## src/rtl/exec_controller_pkg.sv

```systemverilog
// Shared encodings and default widths for the run/halt/step execution controller.
package exec_ctrl_pkg;

  localparam int PC_W_DEF   = 7;
  localparam int STEP_W_DEF = 8;
  localparam int CNT_W_DEF  = 16;

  typedef enum logic [2:0] {
    CMD_NOP     = 3'd0,
    CMD_RUN     = 3'd1,
    CMD_HALT    = 3'd2,
    CMD_STEP    = 3'd3,
    CMD_SET_BP  = 3'd4,
    CMD_CLR_BP  = 3'd5,
    CMD_CLR_CNT = 3'd6,
    CMD_RSVD    = 3'd7
  } cmd_op_e;

  typedef enum logic [1:0] {
    ST_HALTED = 2'd0,
    ST_RUN    = 2'd1,
    ST_STEP   = 2'd2,
    ST_BREAK  = 2'd3
  } state_e;

endpackage

```

## src/rtl/exec_controller_if.sv

```systemverilog
// Debug command port: valid/ready handshake carrying an opcode and its argument.
interface exec_controller_if #(
  parameter int STEP_W = 8
);
  logic              cmd_valid;
  logic              cmd_ready;
  logic [2:0]        cmd_op;
  logic [STEP_W-1:0] cmd_arg;

  modport master (output cmd_valid, cmd_op, cmd_arg, input cmd_ready);
  modport slave  (input cmd_valid, cmd_op, cmd_arg, output cmd_ready);
endinterface

```

## src/rtl/exec_controller_retire_counter.sv

```systemverilog
// Saturating retired-instruction counter; clear takes priority over increment.
module retire_counter #(
  parameter int CNT_W = 16
) (
  input  logic             clk,
  input  logic             rst_n,
  input  logic             inc,
  input  logic             clr,
  output logic [CNT_W-1:0] count
);

  logic [CNT_W-1:0] count_q, count_d;

  always_comb begin
    count_d = count_q;
    if (clr) begin
      count_d = '0;
    end else if (inc && (count_q != '1)) begin
      count_d = count_q + 1'b1;
    end
  end

  always_ff @(posedge clk or negedge rst_n) begin
    if (!rst_n) begin
      count_q <= '0;
    end else begin
      count_q <= count_d;
    end
  end

  assign count = count_q;

endmodule

```

## src/rtl/exec_controller.sv

```systemverilog
// Run/halt/single-step sequencer producing the CPU advance enable, with one
// PC breakpoint, a step down-counter and a retired-instruction counter.
module exec_controller
  import exec_ctrl_pkg::*;
#(
  parameter int PC_W   = PC_W_DEF,
  parameter int STEP_W = STEP_W_DEF,
  parameter int CNT_W  = CNT_W_DEF
) (
  input  logic             clk,
  input  logic             rst_n,
  exec_controller_if.slave cmd,
  input  logic [PC_W-1:0]  pc,
  output logic             cpu_en,
  output logic [1:0]       state,
  output logic             halted,
  output logic             bp_hit,
  output logic             cmd_err,
  output logic [CNT_W-1:0] retired
);

  state_e            state_q, state_d;
  logic [STEP_W-1:0] step_cnt_q, step_cnt_d;
  logic              bp_en_q, bp_en_d;
  logic [PC_W-1:0]   bp_addr_q, bp_addr_d;
  logic              skip_bp_q, skip_bp_d;
  logic              bp_hit_q, bp_hit_d;
  logic              cmd_err_q, cmd_err_d;

  cmd_op_e op;
  logic    running;
  logic    bp_now;
  logic    clr_cnt;

  assign cmd.cmd_ready = rst_n;

  always_ff @(posedge clk or negedge rst_n) begin
    if (!rst_n) begin
      state_q    <= ST_HALTED;
      step_cnt_q <= '0;
      bp_en_q    <= 1'b0;
      bp_addr_q  <= '0;
      skip_bp_q  <= 1'b0;
      bp_hit_q   <= 1'b0;
      cmd_err_q  <= 1'b0;
    end else begin
      state_q    <= state_d;
      step_cnt_q <= step_cnt_d;
      bp_en_q    <= bp_en_d;
      bp_addr_q  <= bp_addr_d;
      skip_bp_q  <= skip_bp_d;
      bp_hit_q   <= bp_hit_d;
      cmd_err_q  <= cmd_err_d;
    end
  end

  // skip_bp lets a resume execute the instruction sitting on the breakpoint.
  always_comb begin
    op      = cmd.cmd_valid ? cmd_op_e'(cmd.cmd_op) : CMD_NOP;
    running = (state_q == ST_RUN) || (state_q == ST_STEP);
    bp_now  = bp_en_q && (pc == bp_addr_q) && !skip_bp_q;
    cpu_en  = running && !bp_now;
    halted  = !running;
    clr_cnt = (op == CMD_CLR_CNT);
  end

  always_comb begin
    state_d    = state_q;
    step_cnt_d = step_cnt_q;
    bp_en_d    = bp_en_q;
    bp_addr_d  = bp_addr_q;
    skip_bp_d  = skip_bp_q && !cpu_en;
    bp_hit_d   = 1'b0;
    cmd_err_d  = (op == CMD_RSVD)
               || (running && ((op == CMD_RUN) || (op == CMD_STEP)))
               || (!running && (op == CMD_HALT));

    if (running) begin
      if (op == CMD_HALT) begin
        state_d    = ST_HALTED;
        step_cnt_d = '0;
      end else if (bp_now) begin
        state_d  = ST_BREAK;
        bp_hit_d = 1'b1;
      end else if (state_q == ST_STEP) begin
        step_cnt_d = step_cnt_q - 1'b1;
        if (step_cnt_q == STEP_W'(1)) begin
          state_d = ST_HALTED;
        end
      end
    end else if (op == CMD_RUN) begin
      state_d   = ST_RUN;
      skip_bp_d = 1'b1;
    end else if ((op == CMD_STEP) && (cmd.cmd_arg != '0)) begin
      state_d    = ST_STEP;
      step_cnt_d = cmd.cmd_arg;
      skip_bp_d  = 1'b1;
    end

    if (op == CMD_SET_BP) begin
      bp_en_d   = 1'b1;
      bp_addr_d = cmd.cmd_arg[PC_W-1:0];
    end else if (op == CMD_CLR_BP) begin
      bp_en_d = 1'b0;
    end
  end

  assign state   = state_q;
  assign bp_hit  = bp_hit_q;
  assign cmd_err = cmd_err_q;

  retire_counter #(.CNT_W(CNT_W)) u_retire_counter (
    .clk   (clk),
    .rst_n (rst_n),
    .inc   (cpu_en),
    .clr   (clr_cnt),
    .count (retired)
  );

endmodule

```

## src/flat_wrapper.sv

```systemverilog
// flat-port wrapper written by rule: the top's interface ports become plain ports
module exec_controller_flat import exec_ctrl_pkg::*;
#(
  parameter int PC_W   = PC_W_DEF,
  parameter int STEP_W = STEP_W_DEF,
  parameter int CNT_W  = CNT_W_DEF
)
  (clk, rst_n, pc, cpu_en, state, halted, bp_hit, cmd_err, retired, cmd_cmd_valid, cmd_cmd_op, cmd_cmd_arg, cmd_cmd_ready);
  exec_controller_if #(.STEP_W(STEP_W)) cmd_i ();
  input  logic clk;
  input  logic rst_n;
  input  logic [PC_W-1:0] pc;
  output logic cpu_en;
  output logic [1:0] state;
  output logic halted;
  output logic bp_hit;
  output logic cmd_err;
  output logic [CNT_W-1:0] retired;
  input wire logic [$bits(cmd_i.cmd_valid)-1:0] cmd_cmd_valid;
  input wire logic [$bits(cmd_i.cmd_op)-1:0] cmd_cmd_op;
  input wire logic [$bits(cmd_i.cmd_arg)-1:0] cmd_cmd_arg;
  output wire logic [$bits(cmd_i.cmd_ready)-1:0] cmd_cmd_ready;
  assign cmd_i.cmd_valid = cmd_cmd_valid;
  assign cmd_i.cmd_op = cmd_cmd_op;
  assign cmd_i.cmd_arg = cmd_cmd_arg;
  assign cmd_cmd_ready = cmd_i.cmd_ready;
  exec_controller #(.PC_W(PC_W), .STEP_W(STEP_W), .CNT_W(CNT_W)) u_core (.clk(clk), .rst_n(rst_n), .cmd(cmd_i), .pc(pc), .cpu_en(cpu_en), .state(state), .halted(halted), .bp_hit(bp_hit), .cmd_err(cmd_err), .retired(retired));
endmodule
```

## config.mk

```make
export PLATFORM = sky130hd
export DESIGN_NAME = exec_controller_flat
export DESIGN_NICKNAME = d
export VERILOG_FILES = /design/src/rtl/exec_controller_pkg.sv /design/src/rtl/exec_controller_if.sv /design/src/rtl/exec_controller_retire_counter.sv /design/src/rtl/exec_controller.sv /design/src/flat_wrapper.sv
export SDC_FILE = /design/constraint.sdc
export NUM_CORES = 1
export LEC_CHECK = 0
export ABC_CLOCK_PERIOD_IN_PS = 2900
export CAP_MARGIN = 30
export CORE_AREA = 2 2 79 81
export CTS_BUF_LIST = sky130_fd_sc_hd__clkbuf_4 sky130_fd_sc_hd__clkbuf_8
export CTS_CLUSTER_DIAMETER = 150
export CTS_CLUSTER_SIZE = 8
export DETAILED_ROUTE_END_ITERATION = 12
export DIE_AREA = 0 0 81 83
export GPL_ROUTABILITY_DRIVEN = 0
export HOLD_SLACK_MARGIN = 0.15
export SKIP_CTS_REPAIR_TIMING = 1
export SLEW_MARGIN = 20
export SYNTH_ARGS = -nofsm -noshare
export SYNTH_HDL_FRONTEND = slang
export SYNTH_SLANG_ARGS = --single-unit
```

## constraint.sdc

```tcl
create_clock -name clk -period 2.9 [get_ports clk]
set_clock_uncertainty 0.2 [all_clocks]
set_input_delay 0.87 -clock clk [delete_from_list [all_inputs] [get_ports clk]]
set_output_delay 0.87 -clock clk [all_outputs]
set_load 0.02 [all_outputs]
```

==> results.txt, run 1 <==
- The flow ran to the end, and the final reports show no timing, DRC or antenna violations.
- Peak clock frequency supported by timing: 352 MHz
- Post-synthesis cell type with the largest combined area: dfrtp_1
- The die covers between 0.006 and 0.007 sq mm.
* Worst-margin pin slew: 0.484 ns
* Area grow syn2layout: 37.7%
- Signal arrival time at the worst endpoint: 1.77 ns
- Entering global routing, the biggest net connects 38 pins.
- The worst path uses 97.9% of the clock period.
- Worst slack at placement: -0.757 ns
- Layout Cell Area excl Fill: 0.00305 sq mm
- CTS tree: yes
- After filler insertion, the fill cell instance count of the layout stands at 554.
* Sequential group share of total power: approximately 30%
* Depth of the CTS H-tree: 2
* Worst path required time: 1.83 ns
- The number of antenna violations at the first check in global routing came to 0.
- After clock tree synthesis, the clock-pin slew on the worst setup and hold paths is around 0.07 ns.
- Fraction of registers with async set or reset after synthesis: 100%
- Once the floorplan was initialized, standard cells occupied 38.1% of the core.
* Final core occ: approximately 52%
* #FFs+latches synth: 37
- The first global-routing pass estimated 10.3 mm of wire.
* Detailed placement HPWL: around 4.6 mm
- 44 I/O pins were placed.
- Worst Setup Path Type: in -> out
* Clock root buffer: clkbuf_8
- The detail route stage leaves a number of antenna-violating nets equal to 0.
- Width of the chip: approximately 81 um
* Post-synth top area share: between 40% and 50%
* I/O Buffers: 43
* Total number of vias: roughly 2,100
- Global routing finished with a remaining overflow of 0.
- Synthesis produced between 200 and 250 cells.
- The number of nets in the synthesized netlist is 256.
- The detailed router finished its first iteration with 125 violations.
* Placed instance area: 0.00289 sq mm
- In this run the worst path has a maximum fanout of 2.
- The floorplan has 28 rows.
- Fraction of power consumed by combinational cells: 56.8%
- Overall Power: 2.70 mW
- Mapped cell area: about 0.0022 sq mm
- Yosys mapped the design onto 56 distinct sky130hd cell types.
- STA classifies the critical path startpoint as a primary input.
* Clock period minus final worst setup slack: 2.84 ns
* Final nets: 326
* Number of hold-slack violations in the final timing report: 0
* Total count of max-transition violations in the final report: 0
* Average wire per cell in the routed design: 16.4 um
- Global routing used 19.3% of the available tracks.
- The worst setup path is captured at an output pin.
* Worst-case clock buffer depth: 2
* Syn. warnings: 0
- Hold timing on the final database bottoms out at a slack of roughly 0.28 ns.
* Average footprint of a synthesized cell: 9.59 sq um
* Placeable core area: 0.00582 sq mm
- Clk sink count: 37
- Max Cap Violations: 0
- After detailed routing, the total wire length is a little over 6 mm.
- The internal portion of the total power is 1.52 mW.
* Post-synthesis sequential area ratio: 41.8%
- Setup violations remaining at the end of the flow were counted as 0.
* Clock Latency Late Sink: 0.28 ns
- The via count of the first global-routing pass was 2,186.
- Power per cell area: 885 mW/mm^2
* EDFF count, synth: 0
* Smallest setup slack after layout: 0.0621 ns
- Summed over all cells, the static leakage comes to about 1.3 nW.
- The worst hold path belongs to the class reg -> reg.
- Sw Ratio: about 44%
- Worst slew margin relative to its limit: 67.5%
- The worst-case IR drop observed on VDD is 0.464 mV.
* Ratio of cells with drive above 1 in the final layout: 21.9%
* Most used flip-flop cell after synthesis: dfrtp_1
- Relative contribution of the clock network to total power: between 10% and 20%
- After detailed routing, the number of vias per cell comes to 5.59.
- For this run, design rule violations remaining after detail routing come to 0.
- Sorting the synthesized cells by area gives the leading types as dfrtp_1 (42%), mux2_2 (3.6%), nand2_1 (3.6%).
- From bottom edge to top edge, the die measures 83 um.
- Cts bufs inserted: 5
- In this run the power spent charging and discharging nets is approximately 1.2 mW.
- Inserted Diodes: 0
- The pre-antenna-repair detailed-routing pass consisted of 4 iterations.
==> sequential cells by signal, indices dropped and copies added, names as in the netlist <==
name	cells
u_core.cmd_err	1
u_core.u_retire_counter.count	16
u_core.bp_hit	1
u_core.bp_en_q	1
u_core.step_cnt_q	8
u_core.state	2
u_core.skip_bp_q	1
u_core.bp_addr_q	7
==> worst max-delay path, cell delays in order <==
cell            delay, ns
dlymetal6s2s_1       0.15
xnor2_2              0.16
nand4_1              0.19
o21ai_2              0.20
inv_2                0.07
buf_6                0.13
==> metrics by stage <==
step,TNS (ns),cells
floorplan,0,231
global placement,-1.08,368
detailed placement,-1.06,368
CTS,-0.771,376
global route,-0.00545,377
finish,0,377
==> power by group through the flow <==
stage          logic, mW  registers [mW]  clock network, mW
4_1_cts             1.50           0.792              0.374
2_1_floorplan      0.891           0.819                  0
6_report            1.53           0.803              0.363
3_5_place_dp        1.51           0.799                  0
3_3_place_gp        1.47           0.798                  0
5_1_grt             1.67           0.822              0.398
==> metal layers <==
layer  wire (um)  up-vias  GRT usage, %  part of all wire [%]
met5           0        -             0                     0
met4          36        0          3.39                  0.58
met3         233        4          3.80                   3.8
met2        3150       54          33.1                    51
met1        2750     1029          25.3                    45
li1            -     1021             -                     -
==> layout by cell type, fill, tap and decap left out, drive strengths merged, types with 9 or more instances in the layout <==
cell type	count
nand3	12
nor2	12
buf	28
dfrtp	37
nand2	22
inv	9
nand4	9
o21ai	14
clkdlybuf4s50	34
a21oi	15
==> final timing paths <==
check / start / endpoint / slack [ns] / depth (start not counted)
setup / recovery: pc[1] / cpu_en / 0.06 / 6
hold / removal: u_core.bp_en_q / u_core.bp_en_q / 0.28 / 1
setup reg to reg: u_core.u_retire_counter.count[0] / u_core.u_retire_counter.count[6] / 0.56 / 7
hold reg to reg: u_core.bp_en_q / u_core.bp_en_q / 0.28 / 1
max in group asynchronous: rst_n / u_core.u_retire_counter.count[9] / 1.71 / 2
min in group asynchronous: rst_n / u_core.u_retire_counter.count[6] / 0.45 / 2
==> Yosys cell counts, types with 2 or more instances <==
library cell,instances
mux2_2,7
a21oi_1,14
nand3_1,12
o21ai_0,13
inv_1,8
nor2b_1,3
or4_1,5
nor3_1,7
mux2i_1,4
nand2b_1,2
xnor2_1,7
and3_1,2
a221o_1,3
or3_1,5
dfrtp_1,37
o31ai_1,5
a21o_1,2
or4_4,2
buf_2,2
a32o_1,6
nand4_1,9
nor2_1,12
a31oi_1,2
clkbuf_1,3
o211ai_1,3
ha_1,4
and4_1,3
nand2_1,21
==> logic make-up after synthesis <==
family,Yosys count,share of synthesized area (%)
buf+inv,15,2.82
mux,11,5.36
fa+ha+maj,4,2.26
compound gates,63,21.2
xor+xnor,8,3.16
simple gates,93,23.4
flops,37,41.8
==> final cells by class <==
class	instances	area [sq um]	area share [%]
Inverter	9	33.8	1.11
Clock inverter	2	10.0	0.328
Multi-Input combinational cell	179	1280	41.9
Tap cell	75	93.8	3.08
Clock buffer	6	76.3	2.50
Sequential cell	37	926	30.3
Timing Repair Buffer	69	632	20.7
Note: power is estimated with default switching activity, not from simulation.
==> run 2: changes to the inputs <==
ABC_CLOCK_PERIOD_IN_PS = 3000   (was 2900)
clock period = 3 ns   (was 2.9 ns; I/O delays follow)
==> results.txt, run 2 (same netlist as run 1, synthesis figures left out) <==
- The initial utilization of the core area, before any placement, comes to 38.1%.
- Count of unresolved DRC violations after routing: 0
- Setup violations remaining at the end of the flow were counted as 0.
* Overall Power: between 2 and 3 mW
- Global-route wire length before repair: 9.66 mm
* Area grow syn2layout: 37.3%
* Worst slew margin relative to its limit: about two thirds
- Family with the most delay on the worst path: buffers and inverters
* Worst min-delay path startpoint: u_core.bp_en_q
- After detailed placement, the total cell area comes to 0.00286 sq mm.
- Leaving out fill and tap cells, the most frequent cell in the layout is dfrtp_1.
- Ratio of cells with drive above 1 in the final layout: 20.7%
- Worst path required time: 1.90 ns
* Number of instances on the worst hold path: 1
- Capture point of the worst reg-to-reg path: u_core.u_retire_counter.count[0]
- Peak clock frequency supported by timing: 341 MHz
- In this run the deepest clock path goes through 2 buffers.
- Measured in cells, the most critical reg-to-reg path has a length of 7.
- Count of boundary I/O pins: 44
- Once routing completed, OpenROAD measured the worst setup slack at ~0.066 ns.
- In the layout the commonest cells are dfrtp_1 (37), clkdlybuf4s50_1 (34), buf_4 (24).
* Worst-margin pin slew: between 0.4 and 0.5 ns
- Summed over all nets, the half-perimeter wirelength after detailed placement is roughly 4.4 mm.
* Worst hold slack across all endpoints: 0.291 ns
- Across every metal layer, demand over resource in global routing totals 18.1%.
* Clk sink count: 37
* Inserted Diodes: 0
- STA classifies the critical path startpoint as a primary input.
- Worst R2R Setup Slack: 0.70 ns
* First drt pass iteration count: 4
- The run finished with clean final reports.
- Initial antenna violation count: 0
- Vias in the first global route: 2,040
* DRT antenna net count: 0
* Maximum number of pins on one net before global-route repair: 38
- TritonCTS built the clock tree.
* Placeable core area: roughly 0.0058 sq mm
- Timing analysis after detailed placement gives a worst setup slack of -0.728 ns.
- Port buffering added 43 buffers.
* Worst Setup End Kind: output pin
- Residual overflow from global routing: 0
- Tracing the worst setup path back leads to its startpoint at pc[0].
* Leakage power of the design: 1.32 nW
* Slowest stage delay, CP: about 0.21 ns
* Final nets: 324
* Highest fanout seen on the critical path: 2
- Hold Path Class: reg -> reg
- Worst Setup Path Type: in -> out
- The path with the worst hold slack has its endpoint at u_core.bp_en_q.
- Traced cell by cell, the critical path runs through dlymetal6s2s_1 -> xnor2_2 -> nand4_1 -> o21ai_2 -> inv_2 -> buf_6.
- Die footprint: 0.00672 sq mm
* Layout Cell Area excl Fill: a little over 0.003 sq mm
- Max reg flops: 16
* Power per cell area: 851 mW/mm^2
- Routed wire length: between 5 and 6 mm
- Total count of max-transition violations in the final report: 0
* Depth of the CTS H-tree: 2
* Total number of vias: 2,109
- Dividing the detail-routed wire length by the instance count gives about 16 um.
* Max Cap Violations: 0
* Clock Latency Late Sink: just under 0.3 ns
* Clock root buffer: clkbuf_8
- CP Buf/Inv Count: 3
* Share of the cycle needed by the critical path after routing: 97.8%
- The worst register-to-register path begins at u_core.u_retire_counter.count[0].
* Worst supply voltage drop on vdd: approximately 0.47 mV
- Clock period minus final worst setup slack: ~2.9 ns
* Clock-pin transition on the worst setup and hold timing paths: 0.07 ns
* Crit-path slowest cell: o21ai_2
* Number of placement rows: 28
* Detailed-route vias per instance: 5.62
* Width of the chip: 81 um
* Die H: 83 um
- Counting the fill cells in the layout gives 567.
- The first routing iteration left 99 violations.
* Cts bufs inserted: 5
- Number of hold-slack violations in the final timing report: 0
- For the worst setup path, the data arrival time is between 1.5 and 2 ns.
-- run 2: cell count changes in the layout (fill, tap and decap cells not counted), sizes merged --
| cell | previous run | this run |
|---|---|---|
| clkbuf | 7 | 8 |
| dlymetal6s2s | 6 | 7 |
| buf | 28 | 26 |
| clkinv | 2 | 0 |
-- run 2: layer usage --
metal / GRT usage [%] / share of wire (%)
met5: 0 / 0
met4: 6.16 / 1.9
met3: 3.59 / 4.9
met2: 28.2 / 49
met1: 25.0 / 44
-- run 2: power by group --
part / internal (mW) / switching [mW]
Combinational: 0.662 / 0.798
Clock: 0.192 / 0.166
Sequential: 0.633 / 0.138
-- run 2: metrics by stage --
| stage | util, % | cells | setup TNS [ns] |
|---|---|---|---|
| 6_report | 52.3 | 375 | 0 |
| 5_1_grt | 52.3 | 375 | -0.00580 |
| 4_1_cts | 50.7 | 371 | -0.741 |
| 3_5_place_dp | 49.1 | 363 | -0.766 |
| 3_3_place_gp | 49.1 | 363 | -0.766 |
| 2_1_floorplan | - | 231 | 0 |
-- run 2: layout make-up --
| type | instances | area (sq um) | share of cell area (%) |
|---|---|---|---|
| clock buffer | 8 | 91.3 | 3.00 |
| inverter | 9 | 33.8 | 1.11 |
| multi-input combinational | 179 | 1270 | 41.8 |
| sequential | 37 | 926 | 30.4 |
| tap | 75 | 93.8 | 3.09 |
| timing repair buffer | 67 | 624 | 20.5 |
-- run 2: worst max-delay path by stage --
| stage | to | slack, ns | cells past startpoint |
|---|---|---|---|
| final | cpu_en | 0.07 | 6 |
| after global routing | cpu_en | -0.006 | 6 |
| after CTS | cpu_en | -0.74 | 6 |
| after detailed placement | cpu_en | -0.73 | 6 |
| after global placement | cpu_en | -0.70 | 6 |
| after floorplan | cpu_en | 0.09 | 4 |
-- run 2: worst reg2reg max path: cells and delay by family, from the launching register on --
kind | cells | cell delay, ns
compound gates | 2 | 0.23
fa+ha+maj | 1 | 0.21
buf+inv | 1 | 0.21
simple gates | 3 | 0.93
flops | 1 | 0.43
==> run 3: changes to the inputs <==
CTS_BUF_LIST = sky130_fd_sc_hd__clkbuf_8   (was sky130_fd_sc_hd__clkbuf_4 sky130_fd_sc_hd__clkbuf_8)
SETUP_SLACK_MARGIN = 0.4   (was unset)
==> results.txt, run 3 (same netlist as run 1, synthesis figures left out) <==
- The critical path crosses 6 cells after its start point.
* Layout Cell Area excl Fill: between 0.003 and 0.004 sq mm
- Capture point of the worst reg-to-reg path: u_core.u_retire_counter.count[6]
* Clock root buffer: clkbuf_8
- The startpoint identified for the worst register-to-register timing path is u_core.u_retire_counter.count[0].
* First drt pass iteration count: 4
- DRT antenna net count: 0
- Die H: approximately 83 um
* Peak clock frequency supported by timing: 345 MHz
- Vias in the first global route: 1,923
- The number of antenna diodes in the final layout is 0.
* Number of hold-slack violations in the final timing report: 0
- Max Cap Violations: 0
- The worst setup path is captured at an output pin.
- Die footprint: ~0.0067 sq mm
* Count of boundary I/O pins: 44
* Initial detailed-routing violation count: 120
* Overall routing resource usage: 18.5%
* Number of placement rows: 28
- Worst min-delay path startpoint: u_core.bp_en_q
* Initial standard-cell utilization of the core: 38.1%
- Worst path required time: 1.90 ns
- Across all layers, the routed design uses 2,037 vias.
- Final hold analysis gives a worst-case slack of about 0.27 ns.
* Commonest cells after routing, fill and taps aside: dfrtp_1 (37), clkdlybuf4s50_1 (23), buf_4 (22)
* Clock period minus final worst setup slack: 2.90 ns
- Total count of max-transition violations in the final report: 0
- The slowest stage of the critical path belongs to the cell o21ai_4.
- Headroom to the max-slew limit came out at 67.2%.
- Summing all placed instances gives a cell area of 0.00294 sq mm.
- TritonCTS built the clock tree.
- Maximum number of pins on one net before global-route repair: 38
- Overall Power: 2.58 mW
* Unrepaired setup endpoints after global routing: true
- Width of the chip: 81 um
* Clk sink count: 37
* Clock-pin transition on the worst setup and hold timing paths: 0.07 ns
- Top cell by count, worst path: buf_6
- Worst Setup Path Type: in -> out
- Broken down by cell family, the worst path's largest delay share belongs to buffers and inverters.
- Outcome: completed
* Worst supply voltage drop on vdd: 0.407 mV
- The number of antenna violations at the first check in global routing was 0.
- Cts bufs inserted: 5
* I/O Buffers: 43
* Number of instances on the worst hold path: 1
- CP Launch Type: primary input
- Power per cell area: ~830 mW/mm^2
* Area grow syn2layout: 39.9%
* Final nets: 323
- Count of filler cells inserted in the layout: 563
* Placeable core area: 0.00582 sq mm
- End of the worst hold path: u_core.bp_en_q
* Residual overflow from global routing: 0
* Highest fanout seen on the critical path: 2
- R2R cell count: 7
* Detailed-route vias per instance: about 5.4
- Depth of the CTS H-tree: 2
- Count of unresolved DRC violations after routing: 0
- Max reg flops: 16
- Most common library cell in the layout ignoring fill and taps: dfrtp_1
- The number of buffers and inverters on the critical path is 3.
- The clock reaches the later pin of the worst-skew pair after 0.28 ns.
- The routed design has 5.94 mm of wire.
- Worst R2R Setup Slack: about 0.7 ns
- Summed over all cells, the static leakage comes to 1.37 nW.
* Share of the cycle needed by the critical path after routing: 96.7%
- The first global-routing pass estimated 9.81 mm of wire.
* Cells along the critical path: buf_6 -> xnor2_4 -> nand4_1 -> o21ai_4 -> clkinv_4 -> buf_6
* Average wire per cell in the routed design: 15.9 um
- Ratio of cells with drive above 1 in the final layout: 23.1%
- Signal arrival time at the worst endpoint: 1.80 ns
* Detailed placement HPWL: around 4.5 mm
- Worst-case clock buffer depth: 2
- The path class of the tightest hold or removal check is reg -> reg.
* Number of failing setup endpoints in the final timing report: 0
- Worst-margin pin slew: 0.491 ns
- On the worst path, the slowest cell contributes a delay of between 0.2 and 0.25 ns.
[run 3: layout make-up]
class	count	area [sq um]	share of cell area, %
Clock buffer	5	68.8	2.22
Sequential cell	37	926	29.9
Timing Repair Buffer	66	629	20.3
Clock inverter	3	11.3	0.363
Inverter	9	38.8	1.25
Multi-Input combinational cell	179	1330	43.0
Tap cell	75	93.8	3.03
[run 3: worst max path at each step]
stage,start,end,slack (ns)
finish,pc[2],cpu_en,0.10
global route,pc[2],cpu_en,0.04
CTS,pc[6],cpu_en,-0.72
detailed placement,pc[6],cpu_en,-0.73
global placement,pc[6],cpu_en,-0.72
floorplan,pc[6],cpu_en,0.27
[run 3: stage by stage]
| step | TNS (ns) | setup WS, ns | std cells | util [%] |
|---|---|---|---|---|
| 3_5_place_dp | -1.03 | -0.725 | 365 | 50.6 |
| 6_report | 0 | 0.100 | 374 | 53.3 |
| 5_1_grt | 0 | 0.0403 | 374 | 53.3 |
| 3_3_place_gp | -0.999 | -0.718 | 365 | 50.6 |
| 2_1_floorplan | 0 | 0.269 | 231 | - |
| 4_1_cts | -0.738 | -0.724 | 373 | 51.9 |
[run 3: metal layers]
layer	part of all wire (%)	up-vias	wire [um]	global-route usage, %
met5	0	-	0	0
met4	1.1	0	65	5.24
met3	4.6	7	276	3.80
met2	45	54	2690	26.3
met1	49	958	2910	28.1
li1	-	1018	-	-
[run 3: report_power, final]
| part | total, mW | internal [mW] | switching, mW |
|---|---|---|---|
| clock | 0.326 | 0.155 | 0.171 |
| sequential | 0.777 | 0.632 | 0.145 |
| combinational | 1.48 | 0.673 | 0.804 |
| total | 2.58 | 1.46 | 1.12 |
[run 3: worst register-to-register path: cells and delay by family (launching register included)]
| family | cells | cell delay (ns) |
|---|---|---|
| AND/OR/NAND/NOR | 4 | 1.01 |
| flip-flops | 1 | 0.43 |
| buffers and inverters | 1 | 0.22 |
| adder cells (fa/ha/maj) | 1 | 0.21 |
| multiplexers | 1 | 0.13 |
